## config.mk

```make
export PLATFORM = sky130hd
export DESIGN_NAME = bus_sram_responder
export DESIGN_NICKNAME = d
export VERILOG_FILES = /design/src/rtl/bundle_pkg.sv /design/src/rtl/bus_sram_responder.sv
export SDC_FILE = /design/constraint.sdc
export NUM_CORES = 1
export LEC_CHECK = 0
export CAP_MARGIN = 25
export CORE_AREA = 2 2 166 168
export DETAILED_ROUTE_END_ITERATION = 16
export DIE_AREA = 0 0 168 170
export PLACE_DENSITY = 0.6
export SLEW_MARGIN = 20
export SYNTH_ARGS = -nofsm -noshare
export SYNTH_HDL_FRONTEND = slang
export SYNTH_SLANG_ARGS = --single-unit
```

## constraint.sdc

```tcl
create_clock -name clk -period 9.5 [get_ports clk]
set_input_delay 2.375 -clock clk [delete_from_list [all_inputs] [get_ports clk]]
set_output_delay 2.375 -clock clk [all_outputs]
set_load 0.05 [all_outputs]
```

## src/rtl/bundle_pkg.sv

```systemverilog
// Shared bus types for the word-granular burst bus, plus responder FSM state encoding.
// Latency: n/a (types and constants only).
// Backpressure: n/a.
package bundle;

  // Longest burst a single request may ask for; length fields are sized to fit it.
  localparam int BUS_MAX_BURST = 15;
  localparam int BUS_LEN_W     = $clog2(BUS_MAX_BURST + 1);

  typedef logic [31:0] paddr_t;

  // Initiator -> responder.
  typedef struct packed {
    logic                 awvalid;
    paddr_t               awaddr;
    logic [BUS_LEN_W-1:0] wlen;
    logic                 wvalid;
    logic [31:0]          wdata;
    logic [3:0]           wstrb;
    logic                 wlast;
    logic                 bready;
    logic                 arvalid;
    paddr_t               araddr;
    logic [BUS_LEN_W-1:0] rlen;
    logic                 rready;   // read data ready
  } bus_query_req_t;

  // Responder -> initiator.
  typedef struct packed {
    logic        awready;
    logic        wready;
    logic        bvalid;
    logic        rready;            // read address ready
    logic        rvalid;
    logic [31:0] rdata;
    logic        rlast;
  } bus_query_resp_t;

  typedef enum logic [2:0] {
    IDLE      = 3'd0,
    RD_ACCESS = 3'd1,
    RD_HOLD   = 3'd2,
    WR_DATA   = 3'd3,
    WR_PULSE  = 3'd4,
    WR_RESP   = 3'd5
  } sram_resp_state_t;

endpackage

```

## src/rtl/bus_sram_responder.sv

```systemverilog
// Burst-bus responder driving one 32-bit async SRAM; one transaction at a time.
// Latency: read accept at T -> first rvalid at T+1+READ_CYCLES; READ_CYCLES+1 per further beat;
// write beats take WRITE_CYCLES after wvalid. Backpressure: rdata held until rready, bvalid until bready.
// Optional BUS_WLAST_CHECK_EN: sticky protocol_err when wlast disagrees with the wlen beat count.
module bus_sram_responder
  import bundle::*;
#(
  parameter int ADDR_W       = 20,
  parameter int READ_CYCLES  = 2,
  parameter int WRITE_CYCLES = 3
) (
  input  logic                 clk,
  input  logic                 rst,
  input  bus_query_req_t       req,
  output bus_query_resp_t      resp,
  output logic [ADDR_W-1:0]    sram_addr,
  input  logic [31:0]          sram_dq_i,
  output logic [31:0]          sram_dq_o,
  output logic                 sram_dq_oe,
  output logic                 sram_ce_n,
  output logic                 sram_oe_n,
  output logic                 sram_we_n,
  output logic [3:0]           sram_be_n,
  output logic                 protocol_err
);

  localparam int CNT_W = 8;
  localparam logic [CNT_W-1:0]     CNT_ONE  = CNT_W'(1);
  localparam logic [CNT_W-1:0]     RD_LAST  = CNT_W'(READ_CYCLES);
  localparam logic [CNT_W-1:0]     WR_LAST  = CNT_W'(WRITE_CYCLES);
  localparam logic [BUS_LEN_W-1:0] LEN_ONE  = BUS_LEN_W'(1);
  localparam logic [ADDR_W-1:0]    ADDR_ONE = ADDR_W'(1);

  sram_resp_state_t     state;
  logic [ADDR_W-1:0]    addr;        // word address of the current beat
  logic [BUS_LEN_W-1:0] remaining;   // beats left including the current one
  logic [CNT_W-1:0]     cnt;         // cycle counter within a read access or write beat
  logic                 last_beat;

  assign last_beat = (remaining == LEN_ONE);

  // Byte-offset and upper address bits are outside the SRAM word space; wlast only matters
  // when the length check is compiled in.
  logic unused_req_bits;
  assign unused_req_bits = ^{req.awaddr[1:0], req.awaddr[31:ADDR_W+2],
                             req.araddr[1:0], req.araddr[31:ADDR_W+2], req.wlast};

  // Main FSM: request acceptance, SRAM pin timing and bus response, all registered.
  always_ff @(posedge clk or posedge rst) begin
    if (rst) begin
      state      <= IDLE;
      resp       <= '0;
      addr       <= '0;
      remaining  <= '0;
      cnt        <= '0;
      sram_addr  <= '0;
      sram_dq_o  <= '0;
      sram_dq_oe <= 1'b0;
      sram_ce_n  <= 1'b1;
      sram_oe_n  <= 1'b1;
      sram_we_n  <= 1'b1;
      sram_be_n  <= 4'hF;
`ifdef BUS_WLAST_CHECK_EN
      protocol_err <= 1'b0;
`endif
    end else begin
      // Address/data acceptance strobes are single-cycle pulses.
      resp.awready <= 1'b0;
      resp.rready  <= 1'b0;
      resp.wready  <= 1'b0;

      case (state)
        IDLE: begin
          if (req.awvalid && (req.wlen != '0)) begin
            // Writes win a tie so a pending read never starves a write-back.
            resp.awready <= 1'b1;
            addr         <= req.awaddr[ADDR_W+1:2];
            remaining    <= req.wlen;
            state        <= WR_DATA;
          end else if (req.arvalid && (req.rlen != '0)) begin
            resp.rready <= 1'b1;
            addr        <= req.araddr[ADDR_W+1:2];
            remaining   <= req.rlen;
            cnt         <= '0;
            state       <= RD_ACCESS;
          end
        end

        RD_ACCESS: begin
          if (cnt == RD_LAST) begin
            // Pins have been stable for READ_CYCLES cycles: capture and release.
            resp.rdata  <= sram_dq_i;
            resp.rvalid <= 1'b1;
            resp.rlast  <= last_beat;
            sram_ce_n   <= 1'b1;
            sram_oe_n   <= 1'b1;
            sram_be_n   <= 4'hF;
            state       <= RD_HOLD;
          end else begin
            // cnt==0 only on the first beat, where this edge first drives the pins.
            sram_addr <= addr;
            sram_ce_n <= 1'b0;
            sram_oe_n <= 1'b0;
            sram_be_n <= 4'h0;
            cnt       <= cnt + CNT_ONE;
          end
        end

        RD_HOLD: begin
          if (req.rready) begin
            resp.rvalid <= 1'b0;
            resp.rlast  <= 1'b0;
            addr        <= addr + ADDR_ONE;
            remaining   <= remaining - LEN_ONE;
            if (last_beat) begin
              state <= IDLE;
            end else begin
              // Start the next access on the handshake edge so a beat costs READ_CYCLES+1.
              sram_addr <= addr + ADDR_ONE;
              sram_ce_n <= 1'b0;
              sram_oe_n <= 1'b0;
              sram_be_n <= 4'h0;
              cnt       <= CNT_ONE;
              state     <= RD_ACCESS;
            end
          end
        end

        WR_DATA: begin
          if (req.wvalid) begin
            resp.wready <= 1'b1;
            sram_addr   <= addr;
            sram_dq_o   <= req.wdata;
            sram_be_n   <= ~req.wstrb;
            sram_ce_n   <= 1'b0;
            sram_dq_oe  <= 1'b1;
            sram_we_n   <= 1'b1;       // setup cycle
            cnt         <= CNT_ONE;
            state       <= WR_PULSE;
`ifdef BUS_WLAST_CHECK_EN
            if (req.wlast != last_beat) begin
              protocol_err <= 1'b1;
            end
`endif
          end
        end

        WR_PULSE: begin
          if (cnt == WR_LAST) begin
            // Hold cycle done: release the bus and advance.
            sram_ce_n  <= 1'b1;
            sram_dq_oe <= 1'b0;
            sram_we_n  <= 1'b1;
            sram_be_n  <= 4'hF;
            addr       <= addr + ADDR_ONE;
            remaining  <= remaining - LEN_ONE;
            if (last_beat) begin
              resp.bvalid <= 1'b1;
              state       <= WR_RESP;
            end else begin
              state <= WR_DATA;
            end
          end else begin
            // WE low on all middle cycles, high again on the final hold cycle.
            cnt       <= cnt + CNT_ONE;
            sram_we_n <= ((cnt + CNT_ONE) == WR_LAST);
          end
        end

        WR_RESP: begin
          if (req.bready) begin
            resp.bvalid <= 1'b0;
            state       <= IDLE;
          end
        end

        default: state <= IDLE;
      endcase
    end
  end

`ifndef BUS_WLAST_CHECK_EN
  assign protocol_err = 1'b0;
`endif

endmodule

```

==> results.sh, run 1 <==
export IMPL_yosysWarnings=0
export IMPL_dr_pass1_iters=4
export IMPL_nFillCells=2704
export IMPL_hold_violations=0
export IMPL_multi_input_area_mm2=0.00302
export IMPL_whs_ns=0.459
export IMPL_arrival_ns=4.69
export IMPL_avgSynthCellArea_um2=9.40
export IMPL_post_cts_buffers=0
export IMPL_clkSinkCount=133
export IMPL_first_global_vias=5771
export IMPL_initial_utilization_pct=24.9
export IMPL_path_class="in2reg"
export IMPL_syn_inst=705
export IMPL_viasPerCell=4.62
export IMPL_synth_edff_count=0
export IMPL_ys_seq_elements=133
export IMPL_dp_hpwl_mm=13.4
export IMPL_status="completed"
export IMPL_ys_seq_area_share_pct=50.3
export IMPL_via_count=5811
export IMPL_die_w_um=168
export IMPL_finalCriticalPeriod_ns=4.39
export IMPL_r2r_start="state[1]"
export IMPL_dieArea_mm2=0.0286
export IMPL_setup_worst_path_end_class="flop"
export IMPL_max_slew_worst_pin_slew_ns=0.954
export IMPL_setup_viol_count_final=0
export IMPL_hold_buffers=0
export IMPL_fin_crit_sh_pct=46.2
export IMPL_path_clk_slew_ns=0.06
export IMPL_syn_to_final_growth_pct=47.7
export IMPL_cts_resized=0
export IMPL_seq_area_mm2=0.00334
export IMPL_final_cell_mix="clkdlybuf4s50_1, nand2_1, dfrtp_1"
export IMPL_antenna_found_initial=1
export IMPL_coreArea_mm2=0.0267
export IMPL_drive_gt1_share_pct=10.9
export IMPL_cap_violations=0
export IMPL_cts_buffers=17
export IMPL_crit_path_start_kind="input port"
export IMPL_drcViolationCount=0
export IMPL_nNetsFinal=1058
export IMPL_gp_congestion=0.766
export IMPL_h_tree_depth=4
export IMPL_synth_flop_cell="dfrtp_1"
export IMPL_io_pins=247
export IMPL_drt_iter0_markers=331
export IMPL_layout_commonest_cell="clkdlybuf4s50_1"
export IMPL_synth_area_mm2=0.00663
export IMPL_critPathMaxFanout=29
export IMPL_grt_pass1_wl_mm=31.3
export IMPL_diodes=0
export IMPL_rsz0062_at_grt="false"
export IMPL_dp_cells=1225
export IMPL_wire_per_inst_um=15.4
export IMPL_required_ns=9.80
export IMPL_slew_viol_final=0
export IMPL_cts_tree="built"
export IMPL_root_buffer="clkbuf_16"
export IMPL_synth_cell_types=60
export IMPL_skew_ns=0.0146
export IMPL_grt_max_degree=72
export IMPL_power_density_mw_per_mm2=392
export IMPL_antenna_left=0
export IMPL_fin_setup_tns_ns=0
export IMPL_synth_fp_nets=858
export IMPL_fmax_mhz=228
export IMPL_cp_startpoint="req[77]"
export IMPL_async_flop_share_pct=100
export IMPL_clk_latency_ns=0.42
export IMPL_io_buffers=220
export IMPL_slew_headroom_pct=36.1
export IMPL_grt_total_usage_pct=13.8
export IMPL_routed_wl_mm=19.4
export IMPL_die_h_um=170
export IMPL_hold_path_class="reg2reg"
export IMPL_worst_hold_startpoint="sram_oe_n"
export IMPL_power_static_leakage_nw=4.02
export IMPL_rows=60
export IMPL_finalNonFillerCells=1259
export IMPL_grt_ovfl_total=0
export IMPL_peakVddDrop_mv=0.132
export IMPL_cts_buffer_depth=2
==> layout make-up <==
cell class                      count  area share [%]
Multi-Input combinational cell    505            30.8
Clock buffer                       21            4.70
Inverter                           18           0.741
Timing Repair Buffer              230            23.5
Tap cell                          341            4.36
Sequential cell                   133            34.1
Clock inverter                     11            1.79
==> stage by stage <==
step	instance area, µm²	utilization, %	setup slack [ns]	total power [mW]
detailed placement	9140	34.3	4.69	3.14
CTS	9770	36.7	5.11	3.87
global route	9790	36.7	4.95	4.08
floorplan	6630	-	3.58	2.47
finish	9790	36.7	5.11	3.84
global placement	9110	34.2	4.39	3.10
==> path summary, 6_finish.rpt <==
path / to / slack (ns) / cells after the start
hold / removal: sram_oe_n / 0.46 / 2
setup reg to reg: state[2] / 6.66 / 5
hold reg to reg: sram_oe_n / 0.46 / 2
max in group asynchronous: sram_dq_o[31] / 5.76 / 3
setup / recovery: cnt[0] / 5.11 / 8
min in group asynchronous: resp[5] / 2.42 / 2
==> cell usage after synthesis, types with 7 or more instances <==
cell type / instances / area (µm²)
o22ai_1: 11 / 68.8
nand4_1: 9 / 56.3
nor3_1: 16 / 80.1
nand3_1: 20 / 100
o21ai_0: 35 / 175
or3_1: 9 / 56.3
nor2_1: 50 / 188
buf_2: 12 / 60.1
o211ai_1: 7 / 52.6
mux2i_1: 12 / 120
clkbuf_1: 31 / 116
inv_1: 17 / 63.8
a21oi_1: 52 / 260
and3_1: 7 / 43.8
mux2_2: 40 / 450
xnor2_1: 15 / 131
nand2b_1: 7 / 43.8
dfrtp_1: 126 / 3150
dfstp_2: 7 / 184
a31oi_1: 7 / 43.8
nand2_1: 145 / 544
==> worst max-delay path, stage by stage <==
cell             delay, ns
clkdlybuf4s50_1       0.43
o41ai_2               0.33
buf_4                 0.43
nor2b_1               0.21
o21ai_0               0.09
nor4bb_1              0.28
buf_4                 0.22
mux2_4                0.30
==> layer usage <==
metal | vias up | wire length, µm | part of all wire [%] | GRT usage [%]
li1 | 2852 | - | - | -
met1 | 2783 | 8770 | 45 | 17.9
met2 | 161 | 9040 | 47 | 21.7
met3 | 13 | 1400 | 7.2 | 4.58
met4 | 2 | 204 | 1.1 | 4.20
met5 | - | 13 | 0.067 | 0
==> registers in the layout, indices dropped and copies added, names as in the netlist <==
| register | cells |
|---|---|
| sram_dq_oe | 1 |
| sram_oe_n | 1 |
| resp | 38 |
| sram_dq_o | 32 |
| sram_be_n | 4 |
| addr | 20 |
| sram_ce_n | 1 |
| sram_we_n | 1 |
| sram_addr | 20 |
| state | 3 |
| remaining | 4 |
| cnt | 8 |
==> cells by family (layout without fill, tap and decap cells) <==
| family | Yosys count | after routing | share of synthesized area, % |
|---|---|---|---|
| compound gates | 140 | 140 | 12.9 |
| xor+xnor | 21 | 21 | 2.77 |
| mux | 53 | 53 | 8.83 |
| other cells | 1 | 1 | 0.0566 |
| buf+inv | 67 | 280 | 4.40 |
| simple gates | 285 | 285 | 19.8 |
| fa+ha+maj | 5 | 5 | 0.944 |
| flops | 133 | 133 | 50.3 |
==> report_power, final <==
part	leakage, nW	internal (mW)	switching [mW]	total (mW)
Combinational	2.13	0.738	1.33	2.07
Sequential	1.58	0.840	0.213	1.05
Clock	0.304	0.456	0.265	0.720
Total	4.02	2.03	1.81	3.84
Power figures use the tool's default switching activity.
==> inputs of run 2 (changes only) <==
Clock period 9.5 ns to 4.1 ns, I/O delays scaled along.
==> results.sh, run 2 (same netlist as run 1, synthesis figures left out) <==
export IMPL_dp_cells=1229
export IMPL_cap_violations=0
export IMPL_gp_congestion=0.793
export IMPL_timing_critical_path_buf_inv=3
export IMPL_io_buffers=220
export IMPL_path_class="in2reg"
export IMPL_layout_commonest_cell="clkdlybuf4s50_1"
export IMPL_peakVddDrop_mv=0.389
export IMPL_dieArea_mm2=0.0286
export IMPL_hold_depth=2
export IMPL_r2r_start="cnt[0]"
export IMPL_cts_tree="built"
export IMPL_drt_iter0_markers=326
export IMPL_clkSinkCount=133
export IMPL_r2r_end="sram_addr[15]"
export IMPL_post_cts_buffers=0
export IMPL_max_stage_delay_ns=0.44
export IMPL_routed_wl_mm=19.1
export IMPL_largestRegisters="resp x38, sram_dq_o x32"
export IMPL_hold_buffers=0
export IMPL_drcViolationCount=0
export IMPL_required_ns=4.39
export IMPL_largest_reg_flops=38
export IMPL_setup_viol_count_final=0
export IMPL_path_clk_slew_ns=0.06
export IMPL_whs_endpoint="sram_oe_n"
export IMPL_rsz0062_at_grt="false"
export IMPL_viasPerCell=4.62
export IMPL_hold_path_class="reg2reg"
export IMPL_grt_total_usage_pct=13.6
export IMPL_grt_pass1_wl_mm=30.8
export IMPL_clk_latency_ns=0.41
export IMPL_cp_common_cell="buf_4"
export IMPL_power_density_mw_per_mm2=899
export IMPL_dr_pass1_iters=4
export IMPL_crit_slowest_cell="clkdlybuf4s50_1"
export IMPL_arrival_ns=3.15
export IMPL_finalNonFillerCells=1263
export IMPL_worst_hold_startpoint="sram_oe_n"
export IMPL_wire_per_inst_um=15.2
export IMPL_max_slew_worst_pin_slew_ns=0.957
export IMPL_critPathMaxFanout=14
export IMPL_dp_hpwl_mm=13.3
export IMPL_initial_utilization_pct=24.9
export IMPL_via_count=5830
export IMPL_die_w_um=168
export IMPL_fin_crit_sh_pct=69.8
export IMPL_antenna_found_initial=1
export IMPL_cts_resized=0
export IMPL_coreArea_mm2=0.0267
export IMPL_cts_buffer_depth=2
export IMPL_crit_family="buffers and inverters"
export IMPL_syn_to_final_growth_pct=47.5
export IMPL_crit_chain="clkdlybuf4s50_1, o41ai_2, buf_4, nor2b_1, o21ai_0, nor4bb_1, buf_4, mux2_4"
export IMPL_status="completed"
export IMPL_setup_worst_path_end_class="flop"
export IMPL_antenna_left=0
export IMPL_crit_path_start_kind="input port"
export IMPL_r2r_setup_slack_ns=1.31
export IMPL_first_global_vias=5783
export IMPL_rows=60
export IMPL_hold_violations=0
export IMPL_slew_headroom_pct=35.6
export IMPL_root_buffer="clkbuf_16"
export IMPL_grt_max_degree=89
export IMPL_final_cell_mix="clkdlybuf4s50_1, nand2_1, dfrtp_1"
export IMPL_cts_buffers=17
export IMPL_h_tree_depth=4
export IMPL_fin_setup_tns_ns=0
export IMPL_io_pins=247
export IMPL_drive_gt1_share_pct=11.1
export IMPL_slew_viol_final=0
export IMPL_finalCriticalPeriod_ns=2.86
export IMPL_skew_ns=0.00992
export IMPL_nNetsFinal=1061
export IMPL_power_static_leakage_nw=4.02
export IMPL_rr_worst_depth=8
export IMPL_die_h_um=170
export IMPL_fmax_mhz=350
export IMPL_top_register="resp"
export IMPL_grt_ovfl_total=0
[run 2: stage by stage]
| stage | setup slack (ns) | instance area [µm²] | utilization, % | hold slack (ns) | power (mW) |
|---|---|---|---|---|---|
| floorplan | 1.38 | 6630 | - | 0.495 | 5.73 |
| global placement | 0.840 | 9170 | 34.4 | 0.446 | 7.22 |
| detailed placement | 0.819 | 9170 | 34.4 | 0.452 | 7.29 |
| CTS | 1.24 | 9760 | 36.6 | 0.460 | 8.88 |
| global route | 1.09 | 9780 | 36.7 | 0.491 | 9.36 |
| finish | 1.24 | 9780 | 36.7 | 0.458 | 8.79 |
[run 2: layer usage]
layer | vias up | share of wire (%) | GRT usage (%) | routed length (µm)
met5 | - | 0.068 | 0 | 13
li1 | 2856 | - | - | -
met1 | 2766 | 45 | 18.0 | 8690
met3 | 19 | 7.3 | 4.30 | 1400
met2 | 187 | 46 | 21.0 | 8800
met4 | 2 | 1.3 | 4.61 | 240
[run 2: how the worst max path moves through the flow]
stage / from / to / slack [ns] / cells past startpoint
2_1_floorplan: req[77] / addr[5] / 1.38 / 6
3_3_place_gp: req[77] / cnt[0] / 0.84 / 8
3_5_place_dp: req[77] / addr[18] / 0.82 / 7
4_1_cts: req[77] / cnt[0] / 1.24 / 8
5_1_grt: req[77] / cnt[0] / 1.09 / 8
6_report: req[77] / cnt[0] / 1.24 / 8
[run 2: layout make-up]
type	instances	area [µm²]
Multi-Input combinational cell	505	3020
Clock inverter	8	98.8
Timing Repair Buffer	233	2330
Sequential cell	133	3340
Inverter	18	71.3
Antenna cell	1	2.50
Tap cell	341	427
Clock buffer	24	492
Fill cell	2626	16900
[run 2: where the power goes]
group | switching, mW | internal, mW | total, mW
Clock | 0.579 | 0.959 | 1.54
Combinational | 3.08 | 1.73 | 4.81
Sequential | 0.492 | 1.95 | 2.44
Total | 4.15 | 4.64 | 8.79
[run 2: worst register-to-register path, delay by kind of cell (launching register included)]
kind                       cells  cell delay [ns]
and+or+nand+nor                4             1.62
buffers and inverters          2             0.39
AOI/OAI and AO/OA              1             0.05
DFF                            1             0.45
adders and majority gates      1             0.17
